[config.mk]
export PLATFORM = sky130hd
export DESIGN_NAME = ctrl_completion_collector_flat
export DESIGN_NICKNAME = d
export VERILOG_FILES = /design/src/rtl/ctrl_completion_collector_pkg.sv /design/src/rtl/ctrl_completion_collector_if.sv /design/src/rtl/ctrl_completion_collector_lane_fifo.sv /design/src/rtl/ctrl_completion_collector.sv /design/src/flat_wrapper.sv
export SDC_FILE = /design/constraint.sdc
export NUM_CORES = 1
export LEC_CHECK = 0
export ABC_AREA = 1
export ABC_CLOCK_PERIOD_IN_PS = 13600
export BUFFER_PORTS_ARGS = -buffer_cell sky130_fd_sc_hd__buf_2
export CORE_AREA = 2 2 136 172
export DETAILED_ROUTE_END_ITERATION = 8
export DIE_AREA = 0 0 138 174
export HOLD_SLACK_MARGIN = 0.08
export MAX_ROUTING_LAYER = met4
export PLACE_DENSITY = 0.66
export REMOVE_ABC_BUFFERS = 1
export SETUP_SLACK_MARGIN = 0.4
export SLEW_MARGIN = 20
export SYNTH_ARGS = -nofsm -noshare
export SYNTH_HDL_FRONTEND = slang
export SYNTH_SLANG_ARGS = --single-unit
[constraint.sdc]
create_clock -name clk -period 13.6 [get_ports clk]
set_input_delay 2.04 -clock clk [delete_from_list [all_inputs] [get_ports clk]]
set_output_delay 2.04 -clock clk [all_outputs]
set_load 0.05 [all_outputs]
[src/rtl/ctrl_completion_collector_pkg.sv]
`default_nettype none
// ============================================================================
// Module      : ctrl_completion_collector_pkg
// Description : Shared types, sizing constants and the round-robin helper for
//               the writeback completion collector.
// Revision    : 1.0 - initial release
// ============================================================================
package ctrl_completion_collector_pkg;

  localparam int ISSUE_WIDTH     = 4;
  localparam int COMMIT_PORTS    = 2;
  localparam int COLLECTOR_DEPTH = 4;
  // Two packets can still be in RR/EX/WB after almostFull is seen.
  localparam int AF_MARGIN       = 2;
  localparam int AL_IDX_W        = 7;
  localparam int LANE_W          = $clog2(ISSUE_WIDTH);

  typedef struct packed {
    logic                valid;
    logic [AL_IDX_W-1:0] alIdx;
    logic                brTaken;
    logic                exception;
  } ctrlPkt;

  typedef logic [LANE_W-1:0] lane_t;

  // Next lane in round-robin order, wrapping at ISSUE_WIDTH.
  function automatic lane_t rr_next(input lane_t lane);
    if (lane == lane_t'(ISSUE_WIDTH - 1)) return '0;
    return lane + lane_t'(1);
  endfunction

endpackage
`default_nettype wire

[src/rtl/ctrl_completion_collector_if.sv]
`default_nettype none
// ============================================================================
// Module      : ctrl_completion_collector_if
// Description : Writeback-side and active-list-side bundle of the collector.
//               master = pipes/active list, slave = collector.
// Revision    : 1.0 - initial release
// ============================================================================
interface ctrl_completion_collector_if;
  import ctrl_completion_collector_pkg::*;

  ctrlPkt [ISSUE_WIDTH-1:0]  ctrlPacket;
  logic   [ISSUE_WIDTH-1:0]  almostFull;
  logic   [COMMIT_PORTS-1:0] alWrValid;
  ctrlPkt [COMMIT_PORTS-1:0] alWrPacket;

  modport master (output ctrlPacket, input almostFull, alWrValid, alWrPacket);
  modport slave  (input ctrlPacket, output almostFull, alWrValid, alWrPacket);

endinterface
`default_nettype wire

[src/rtl/ctrl_completion_collector_lane_fifo.sv]
`default_nettype none
// ============================================================================
// Module      : lane_ctrl_fifo
// Description : Per-lane completion FIFO with flush, occupancy count,
//               registered almost-full flag and overflow (drop) indication.
// Revision    : 1.0 - initial release
// ============================================================================
module lane_ctrl_fifo
  import ctrl_completion_collector_pkg::*;
#(
  parameter int DEPTH = COLLECTOR_DEPTH
) (
  input  wire logic   clk,
  input  wire logic   reset,
  input  wire logic   flush_i,
  input  wire logic   push_i,
  input  wire ctrlPkt push_pkt_i,
  input  wire logic   pop_i,
  output ctrlPkt      head_pkt_o,
  output logic        empty_o,
  output logic        almost_full_o,
  output logic        overflow_o
);

  localparam int               PTR_W      = $clog2(DEPTH);
  localparam int               CNT_W      = PTR_W + 1;
  localparam logic [CNT_W-1:0] FULL_COUNT = CNT_W'(DEPTH);
  localparam logic [CNT_W-1:0] AF_COUNT   = CNT_W'(DEPTH - AF_MARGIN);

  ctrlPkt             mem_q [DEPTH];
  ctrlPkt             mem_d [DEPTH];
  logic [PTR_W-1:0]   head_q, head_d, tail_q, tail_d;
  logic [CNT_W-1:0]   count_q, count_d;
  logic               almost_full_q, almost_full_d;
  logic               do_push, do_pop;

  // Next-state: a pop frees a slot so a push into a full FIFO is still legal.
  always_comb begin
    mem_d         = mem_q;
    head_d        = head_q;
    tail_d        = tail_q;
    count_d       = count_q;
    do_pop        = pop_i && (count_q != '0);
    overflow_o    = !flush_i && push_i && (count_q == FULL_COUNT) && !do_pop;
    do_push       = !flush_i && push_i && !overflow_o;
    if (flush_i) begin
      head_d  = '0;
      tail_d  = '0;
      count_d = '0;
    end else begin
      if (do_push) begin
        mem_d[tail_q] = push_pkt_i;
        tail_d        = tail_q + PTR_W'(1);
      end
      if (do_pop) head_d = head_q + PTR_W'(1);
      count_d = count_q + CNT_W'(do_push) - CNT_W'(do_pop);
    end
    almost_full_d = (count_d >= AF_COUNT);
  end

  // State registers.
  always_ff @(posedge clk or negedge reset) begin
    if (!reset) begin
      for (int i = 0; i < DEPTH; i++) mem_q[i] <= '0;
      head_q        <= '0;
      tail_q        <= '0;
      count_q       <= '0;
      almost_full_q <= 1'b0;
    end else begin
      mem_q         <= mem_d;
      head_q        <= head_d;
      tail_q        <= tail_d;
      count_q       <= count_d;
      almost_full_q <= almost_full_d;
    end
  end

  assign head_pkt_o    = mem_q[head_q];
  assign empty_o       = (count_q == '0);
  assign almost_full_o = almost_full_q;

endmodule
`default_nettype wire

[src/rtl/ctrl_completion_collector.sv]
`default_nettype none
// ============================================================================
// Module      : ctrl_completion_collector
// Description : Collects per-lane writeback completions into lane FIFOs and
//               drains them round-robin into COMMIT_PORTS active-list ports.
// Revision    : 1.0 - initial release
// ============================================================================
module ctrl_completion_collector
  import ctrl_completion_collector_pkg::*;
(
  input  wire logic                  clk,
  input  wire logic                  reset,
  input  wire logic                  recoverFlag_i,
  input  wire logic                  exceptionFlag_i,
  ctrl_completion_collector_if.slave bus,
  output logic                       overflowErr_o
);

  logic                      flush;
  ctrlPkt [ISSUE_WIDTH-1:0]  head_pkt;
  logic   [ISSUE_WIDTH-1:0]  lane_empty, lane_pop, lane_af, lane_ovf;
  logic   [COMMIT_PORTS-1:0] al_wr_valid;
  ctrlPkt [COMMIT_PORTS-1:0] al_wr_packet;
  lane_t                     rr_ptr_q, rr_ptr_d;
  lane_t                     scan_lane, last_lane;
  logic                      any_grant, taken;
  logic                      overflow_err_q, overflow_err_d;

  assign flush = recoverFlag_i | exceptionFlag_i;

  generate
    for (genvar gi = 0; gi < ISSUE_WIDTH; gi++) begin : g_lane
      lane_ctrl_fifo #(.DEPTH(COLLECTOR_DEPTH)) u_fifo (
        .clk          (clk),
        .reset        (reset),
        .flush_i      (flush),
        .push_i       (bus.ctrlPacket[gi].valid),
        .push_pkt_i   (bus.ctrlPacket[gi]),
        .pop_i        (lane_pop[gi]),
        .head_pkt_o   (head_pkt[gi]),
        .empty_o      (lane_empty[gi]),
        .almost_full_o(lane_af[gi]),
        .overflow_o   (lane_ovf[gi])
      );
    end
  endgenerate

  // Round-robin grant from rr_ptr: each non-empty lane takes the lowest free port.
  always_comb begin
    al_wr_valid    = '0;
    al_wr_packet   = '0;
    lane_pop       = '0;
    scan_lane      = rr_ptr_q;
    last_lane      = rr_ptr_q;
    any_grant      = 1'b0;
    taken          = 1'b0;
    if (!flush) begin
      for (int k = 0; k < ISSUE_WIDTH; k++) begin
        taken = 1'b0;
        if (!lane_empty[scan_lane]) begin
          for (int p = 0; p < COMMIT_PORTS; p++) begin
            if (!taken && !al_wr_valid[p]) begin
              al_wr_valid[p]        = 1'b1;
              al_wr_packet[p]       = head_pkt[scan_lane];
              al_wr_packet[p].valid = 1'b1;
              lane_pop[scan_lane]   = 1'b1;
              last_lane             = scan_lane;
              any_grant             = 1'b1;
              taken                 = 1'b1;
            end
          end
        end
        scan_lane = rr_next(scan_lane);
      end
    end
    rr_ptr_d       = flush ? '0 : (any_grant ? rr_next(last_lane) : rr_ptr_q);
    overflow_err_d = overflow_err_q | (|lane_ovf);
  end

  // Arbiter pointer and sticky overflow flag.
  always_ff @(posedge clk or negedge reset) begin
    if (!reset) begin
      rr_ptr_q       <= '0;
      overflow_err_q <= 1'b0;
    end else begin
      rr_ptr_q       <= rr_ptr_d;
      overflow_err_q <= overflow_err_d;
    end
  end

  // Simulation-only notice that an issued completion was dropped.
  always_ff @(posedge clk) begin
    for (int i = 0; i < ISSUE_WIDTH; i++)
      assert (!(reset && lane_ovf[i])) else $warning("lane %0d full: completion dropped", i);
  end

  assign bus.alWrValid  = al_wr_valid;
  assign bus.alWrPacket = al_wr_packet;
  assign bus.almostFull = lane_af;
  assign overflowErr_o  = overflow_err_q;

endmodule
`default_nettype wire
[src/flat_wrapper.sv]
// flat-port wrapper written by rule: the top's interface ports become plain ports
module ctrl_completion_collector_flat import ctrl_completion_collector_pkg::*;
  (clk, reset, recoverFlag_i, exceptionFlag_i, overflowErr_o, bus_ctrlPacket, bus_almostFull, bus_alWrValid, bus_alWrPacket);
  ctrl_completion_collector_if bus_i ();
  input  wire logic clk;
  input  wire logic reset;
  input  wire logic recoverFlag_i;
  input  wire logic exceptionFlag_i;
  output logic overflowErr_o;
  input wire logic [$bits(bus_i.ctrlPacket)-1:0] bus_ctrlPacket;
  output wire logic [$bits(bus_i.almostFull)-1:0] bus_almostFull;
  output wire logic [$bits(bus_i.alWrValid)-1:0] bus_alWrValid;
  output wire logic [$bits(bus_i.alWrPacket)-1:0] bus_alWrPacket;
  assign bus_i.ctrlPacket = bus_ctrlPacket;
  assign bus_almostFull = bus_i.almostFull;
  assign bus_alWrValid = bus_i.alWrValid;
  assign bus_alWrPacket = bus_i.alWrPacket;
  ctrl_completion_collector u_core (.clk(clk), .reset(reset), .recoverFlag_i(recoverFlag_i), .exceptionFlag_i(exceptionFlag_i), .bus(bus_i), .overflowErr_o(overflowErr_o));
endmodule
Word-level counts from Yosys, hierarchy flattened:

Cells that the tools add are included.

* bits in registers: 195
* input bits: 44
* output and inout port bits: 27
* word-level logic and storage cells: 387

* add/sub/neg operators: 20
* magnitude comparators: 24
* eq/ne operators: 8
* muxes and demuxes: 167
* bitwise operators: 18
* reduce and logical (&&, ||, !) cells: 68

Operators by type and width (number)
* 10-bit 2-to-1 mux: 19
* 10-bit binary-select mux with 2-bit select: 8
* 40-bit bitwise mux: 4
* 20-bit 2-to-1 mux: 5
* 2-bit 2-to-1 mux: 47
* 4-bit 2-to-1 mux: 23
* 10-bit demux with 2-bit select: 4
* 1-bit 2-to-1 mux: 41
* 9-bit 2-to-1 mux: 4
* 1-bit logical AND: 31
* 4-bit OR: 7
* 2-bit by 1-bit adder with 2-bit output (second input constant): 12
* 3-bit greater-or-equal comparator (second input constant): 8
* 2-bit NOT with 3-bit output: 8
* 2-bit nonzero test: 9
* 1-bit logical NOT: 15
* 3-bit by 1-bit adder with 3-bit output: 4
* 3-bit == test (second input constant): 4
* 3-bit by 2-bit greater-or-equal comparator with 1-bit output (second input constant): 4
* 3-bit logical NOT: 4
* 2-bit by 3-bit less-than comparator with 1-bit output (second input constant): 4
* 3-bit by 1-bit less-than comparator with 1-bit output (second input constant): 4
* 3-bit 2-to-1 mux: 4
* 3-bit nonzero test: 4
* 9 further kinds: 28

Longest topological paths before layout:

* depth in word-level cells: 43
* gate-level depth with buffers: 28
* gate-level depth less buffers: 25

Hierarchy:

From an unflattened synthesis, not the netlist that was laid out.

* cell total of the unflattened synthesis: 1579
* area total of the unflattened synthesis: 11931.4 µm²

Modules (own cells, without submodules)
* lane_ctrl_fifo (u_core.g_lane[0].u_fifo ...): times used 2, cells each 297, area each 2542.4 µm², sequential area each 1201.2 µm²
* lane_ctrl_fifo (u_core.g_lane[1].u_fifo ...): times used 2, cells each 288, area each 2403.6 µm², sequential area each 1201.2 µm²
* ctrl_completion_collector: times used 1, cells each 409, area each 2039.5 µm², sequential area each 75.1 µm²

Worst setup path after synthesis:

OpenSTA, ideal clock, no wires.

* kind: input -> output
* from: input exceptionFlag_i
* to: output bus_alWrPacket[10]
* arrival time: 3.674 ns
* required time: 11.560 ns
* slack: 7.886 ns
* stages on the path: 5
* buffers on the path: 2
* path through: nor2_1 -> clkbuf_1 -> clkbuf_1 -> o21ai_0 -> a21oi_1

* longest elaborated chain between the ends: 2

RTL lines
* start, declared: line flat_wrapper.sv:8 `input wire logic exceptionFlag_i;`
* 1-bit OR: line ctrl_completion_collector.sv:29 `assign flush = recoverFlag_i | exceptionFlag_i;`
* 20-bit 2-to-1 mux: line ctrl_completion_collector.sv:57 `if (!flush) begin`
* end, declared: line flat_wrapper.sv:13 `output wire logic [$bits(bus_i.alWrPacket)-1:0] bus_alWrPacket;`

Every way passes these cells.

Worst setup path after layout:

* from: register u_core.rr_ptr_q[0]
* to: output bus_alWrPacket[4]

* longest elaborated chain between the ends: 20
* elaborated cells on any way between the ends: 48
* those cells by class: add/sub: 3; eq/ne: 3; mux: 42

RTL lines
* start, declared: line ctrl_completion_collector.sv:24 `lane_t rr_ptr_q, rr_ptr_d;`
* start signal, assigned: line ctrl_completion_collector.sv:86 `rr_ptr_q <= rr_ptr_d;`
* 2-bit == test: line ctrl_completion_collector_pkg.sv:29 `if (lane == lane_t'(ISSUE_WIDTH - 1)) return '0;`
* 1-bit 2-to-1 mux: line ctrl_completion_collector_pkg.sv:29
* 1-bit 2-to-1 mux: line ctrl_completion_collector.sv:57
* 2-bit 2-to-1 mux: line ctrl_completion_collector_pkg.sv:30 `return lane + lane_t'(1);`
* 2-bit 2-to-1 mux: line ctrl_completion_collector.sv:57
* 2-bit == test: line ctrl_completion_collector_pkg.sv:29
* 1-bit 2-to-1 mux: line ctrl_completion_collector_pkg.sv:29
* 1-bit 2-to-1 mux: line ctrl_completion_collector.sv:57
* [... 4 more ...]
* 1-bit 2-to-1 mux: line ctrl_completion_collector.sv:57
* 2-bit 2-to-1 mux: line ctrl_completion_collector_pkg.sv:30
* 2-bit 2-to-1 mux: line ctrl_completion_collector.sv:57
* 10-bit binary-select mux with 2-bit select: line ctrl_completion_collector.sv:64 `al_wr_packet[p] = head_pkt[scan_lane];`
* 9-bit 2-to-1 mux (not written as such): line ctrl_completion_collector.sv:64
* 10-bit 2-to-1 mux: line ctrl_completion_collector.sv:62 `if (!taken && !al_wr_valid[p]) begin`
* 20-bit 2-to-1 mux *: line ctrl_completion_collector.sv:60 `if (!lane_empty[scan_lane]) begin`
* 20-bit 2-to-1 mux *: line ctrl_completion_collector.sv:57

Every way passes the cells marked *; elsewhere a longest branch is shown, timed or not. The select of a mux whose other input is x is not followed.

==> flow_summary.yaml <==
timing:
  setup_viol: 0
  skew_ns: 0.0137
  slew_violations: 0
  hold_slack_ns: 0.464
  finalHoldViolCount: 0
  max_slew.worst_pin.slew_ns: 0.891
  finalCriticalPeriod_ns: 7.31
  setup_ws_ns: 6.29
  relSlewSlack_pct: 40.6
  grt_setup_unrepaired: "false"
  fin_crit_sh_pct: 53.7
  fmax_mhz: 137
  fin_tns_setup_ns: 0
placed_design:
  place.gp.congestion: 0.963
  numPortBuffers: 70
  pre_cts_slack_ns: 6.86
  place_hpwl_mm: 22.4
clock_network:
  cts_tree: "yes"
  cts_resized: 0
  clk_pin_slew_ns: 0.06
  cts_hold_buf: 0
  cts_buffers: 17
  cts-root-buf: "clkbuf_16"
  clk_path_buf_depth: 2
  clock-sinks: 179
  h-tree-depth: 4
  clock_latency_ns: 0.45
  cts_setup_buffers: 0
floorplanning:
  die_h_um: 174
  io_pins: 71
  dieArea_mm2: 0.0240
  rows: 62
  die_w_um: 138
  initial_core_util_pct: 50.1
  fp.coreArea_mm2: 0.0225
drt:
  vias: 10700
  wl_mm: 32.2
  ant_nets: 0
  vias_per_cell: 5.72
  dr.first_iter.drc_count: 1001
  drc: 0
  wl_per_cell_um: 17.1
  dr.pass1.iters: 5
synthesis:
  synthAdderAreaFrac_pct: 3.93
  yosysSeqAreaShare_pct: 39.8
  muxShareOfSynthArea_pct: 0.178
  postSynthCellCount: 1584
  synth_top_family_by_area: "simple AND/OR/NAND/NOR gates"
  synth.avg_cell_area_um2: 7.11
  synthSimpleGateAreaFrac_pct: 41.8
  ys_ff_latch: 179
  synth_compound_area_share_pct: 7.13
  syn_area_mm2: 0.0113
  synth-xor-area-share_pct: 0.467
  yosysWarnings: 0
  synth.distinct_cells: 32
critical_path:
  end_kind: "output pin"
  path_cells: "inv_1, ha_1, inv_1, nand3_2, nand2_4, inv_1, ha_1, nand2_1, clkinv_1, a21oi_1, o21ai_0, a21oi_1, buf_2"
  crit_family: "buffers and inverters"
  cp_num_buf_inv: 5
  cp.required_ns: 11.56
  crit_type: "flip-flop to output pin"
  critPathMaxStageDelay_ns: 0.81
  cp_common_cell: "inv_1"
  timing.reg2reg.setup_slack_ns: 7.71
  regToRegEndpoint: "u_core.g_lane[1].u_fifo.almost_full_o"
  crit_slowest_cell: "dfrtp_1"
  reg2reg_depth: 21
  setup.worst_path.start_class: "flip-flop"
  arrival_ns: 5.27
  cp_max_fo: 31
  reg2reg_from: "u_core.rr_ptr_q[0]"
cells_and_area:
  layout-drive-gt1-share_pct: 10.1
  fin_nets: 1655
  syn_to_final_growth_pct: 7.75
  antennaDiodeCount: 0
outcome:
  outcome: "finished, final reports clean"
global_routing:
  grt_pass1_vias: 9951
  grt_max_degree: 71
  grt_pass1_wl_mm: 52.9
  track_usage_pct: 27.7
  overflow: 0
  antenna_found_initial: 0
job:
  drv_cap: 0
worst_hold_path:
  holdCritPathClass: "flip-flop to flip-flop"
  min_to: "u_core.g_lane[3].u_fifo.mem_q[13]"
  min_from: "u_core.g_lane[3].u_fifo.mem_q[13]"
  hold_path_depth: 2
pwr:
  leakage_nw: 6.24
  p_per_area_mw_per_mm2: 140
  max-vdd-ir-drop_mv: 0.0986
==> how the worst max path moves through the flow <==
stage / depth (start not counted) / endpoint / from / slack, ns
finish: 13 / bus_alWrPacket[4] / u_core.rr_ptr_q[0] / 6.29
global route: 13 / bus_alWrPacket[4] / u_core.rr_ptr_q[0] / 5.96
CTS: 13 / bus_alWrPacket[2] / u_core.rr_ptr_q[0] / 6.40
detailed placement: 13 / bus_alWrPacket[2] / u_core.rr_ptr_q[0] / 6.86
global placement: 13 / bus_alWrPacket[3] / u_core.rr_ptr_q[0] / 6.99
floorplan: 3 / bus_alWrPacket[0] / exceptionFlag_i / 7.02
==> cells in the mapped netlist <==
cell type | n | area, um2
nor3_1 | 3 | 15.0
nand4_1 | 145 | 907
o21ai_0 | 75 | 375
nand2_4 | 11 | 124
buf_4 | 16 | 120
nor2_1 | 65 | 244
a21oi_1 | 56 | 280
fa_1 | 4 | 80.1
inv_1 | 54 | 203
clkbuf_1 | 62 | 233
buf_2 | 6 | 30.0
xnor2_1 | 6 | 52.6
inv_2 | 8 | 30.0
nor4_1 | 4 | 25.0
ha_1 | 29 | 363
o21ai_1 | 2 | 10.0
o211ai_1 | 11 | 82.6
clkinv_1 | 7 | 26.3
a211oi_1 | 2 | 15.0
nand2_2 | 11 | 68.8
nor2_8 | 1 | 20.0
nand2_1 | 662 | 2480
buf_6 | 8 | 90.1
mux2i_1 | 2 | 20.0
o22ai_1 | 4 | 25.0
dfrtp_1 | 179 | 4480
nand3_2 | 19 | 190
nor2_4 | 2 | 22.5
nand3_1 | 119 | 596
o31ai_1 | 2 | 15.0
buf_1 | 8 | 30.0
or2_2 | 1 | 6.26
==> through the flow <==
stage                     total power [W]  area (um2)  instances  util (%)
after detailed placement          0.00118       11500       1847      51.2
after floorplan                   0.00100       10800       1484         -
after global routing              0.00180       12100       1879      53.9
after CTS                         0.00170       12100       1879      53.9
final                             0.00170       12100       1879      53.9
after global placement            0.00117       11500       1847      51.2
==> cell type report <==
type | instances | area (um2)
clock inverter | 15 | 194
multi-input combinational | 1236 | 6020
sequential | 179 | 4480
tap | 288 | 360
inverter | 69 | 259
clock buffer | 17 | 425
timing repair buffer | 75 | 394
fill | 2293 | 10400
==> tightest hold or removal path: cells and delay by family, from the launching register on <==
kind | cells | cell delay [ns]
flops | 1 | 0.34
simple gates | 2 | 0.10
==> registers in the layout, indices dropped and copies added, names as in the netlist <==
name	flops
u_core.g_lane.u_fifo.count_q	12
u_core.g_lane.u_fifo.almost_full_o	4
u_core.overflowErr_o	1
u_core.g_lane.u_fifo.tail_q	8
u_core.g_lane.u_fifo.head_q	8
u_core.rr_ptr_q	2
u_core.g_lane.u_fifo.mem_q	144
==> per-layer routing <==
layer  track usage [%]  up-vias  wire, um
met5                 -        -         0
met4              7.57        0       629
met3              3.64       45      1750
met2              43.5      316     15500
met1              38.1     5126     14300
li1                  -     5253         -
==> placed cells by master, fill, tap and decap left out, types with 5 or more instances in the layout <==
master,n
nand2_1,662
dfrtp_1,179
nand4_1,145
nand3_1,119
o21ai_0,75
buf_2,69
nor2_1,64
a21oi_1,56
inv_1,54
ha_1,29
nand3_2,19
clkbuf_16,17
nand2_2,11
nand2_4,11
o211ai_1,11
inv_2,8
clkinv_1,7
xnor2_1,6
inv_6,5
buf_4,5
==> cell families after synthesis <==
kind of cell,after synthesis
fa+ha+maj,33
simple gates,1043
flops,179
compound gates,152
mux,2
buf+inv,169
xor+xnor,6
==> power by group <==
part	switching, W	internal (W)
registers	0.0000381	0.000589
logic	0.000395	0.000151
clock network	0.000230	0.000294
Note: power is estimated with default switching activity, not from simulation.
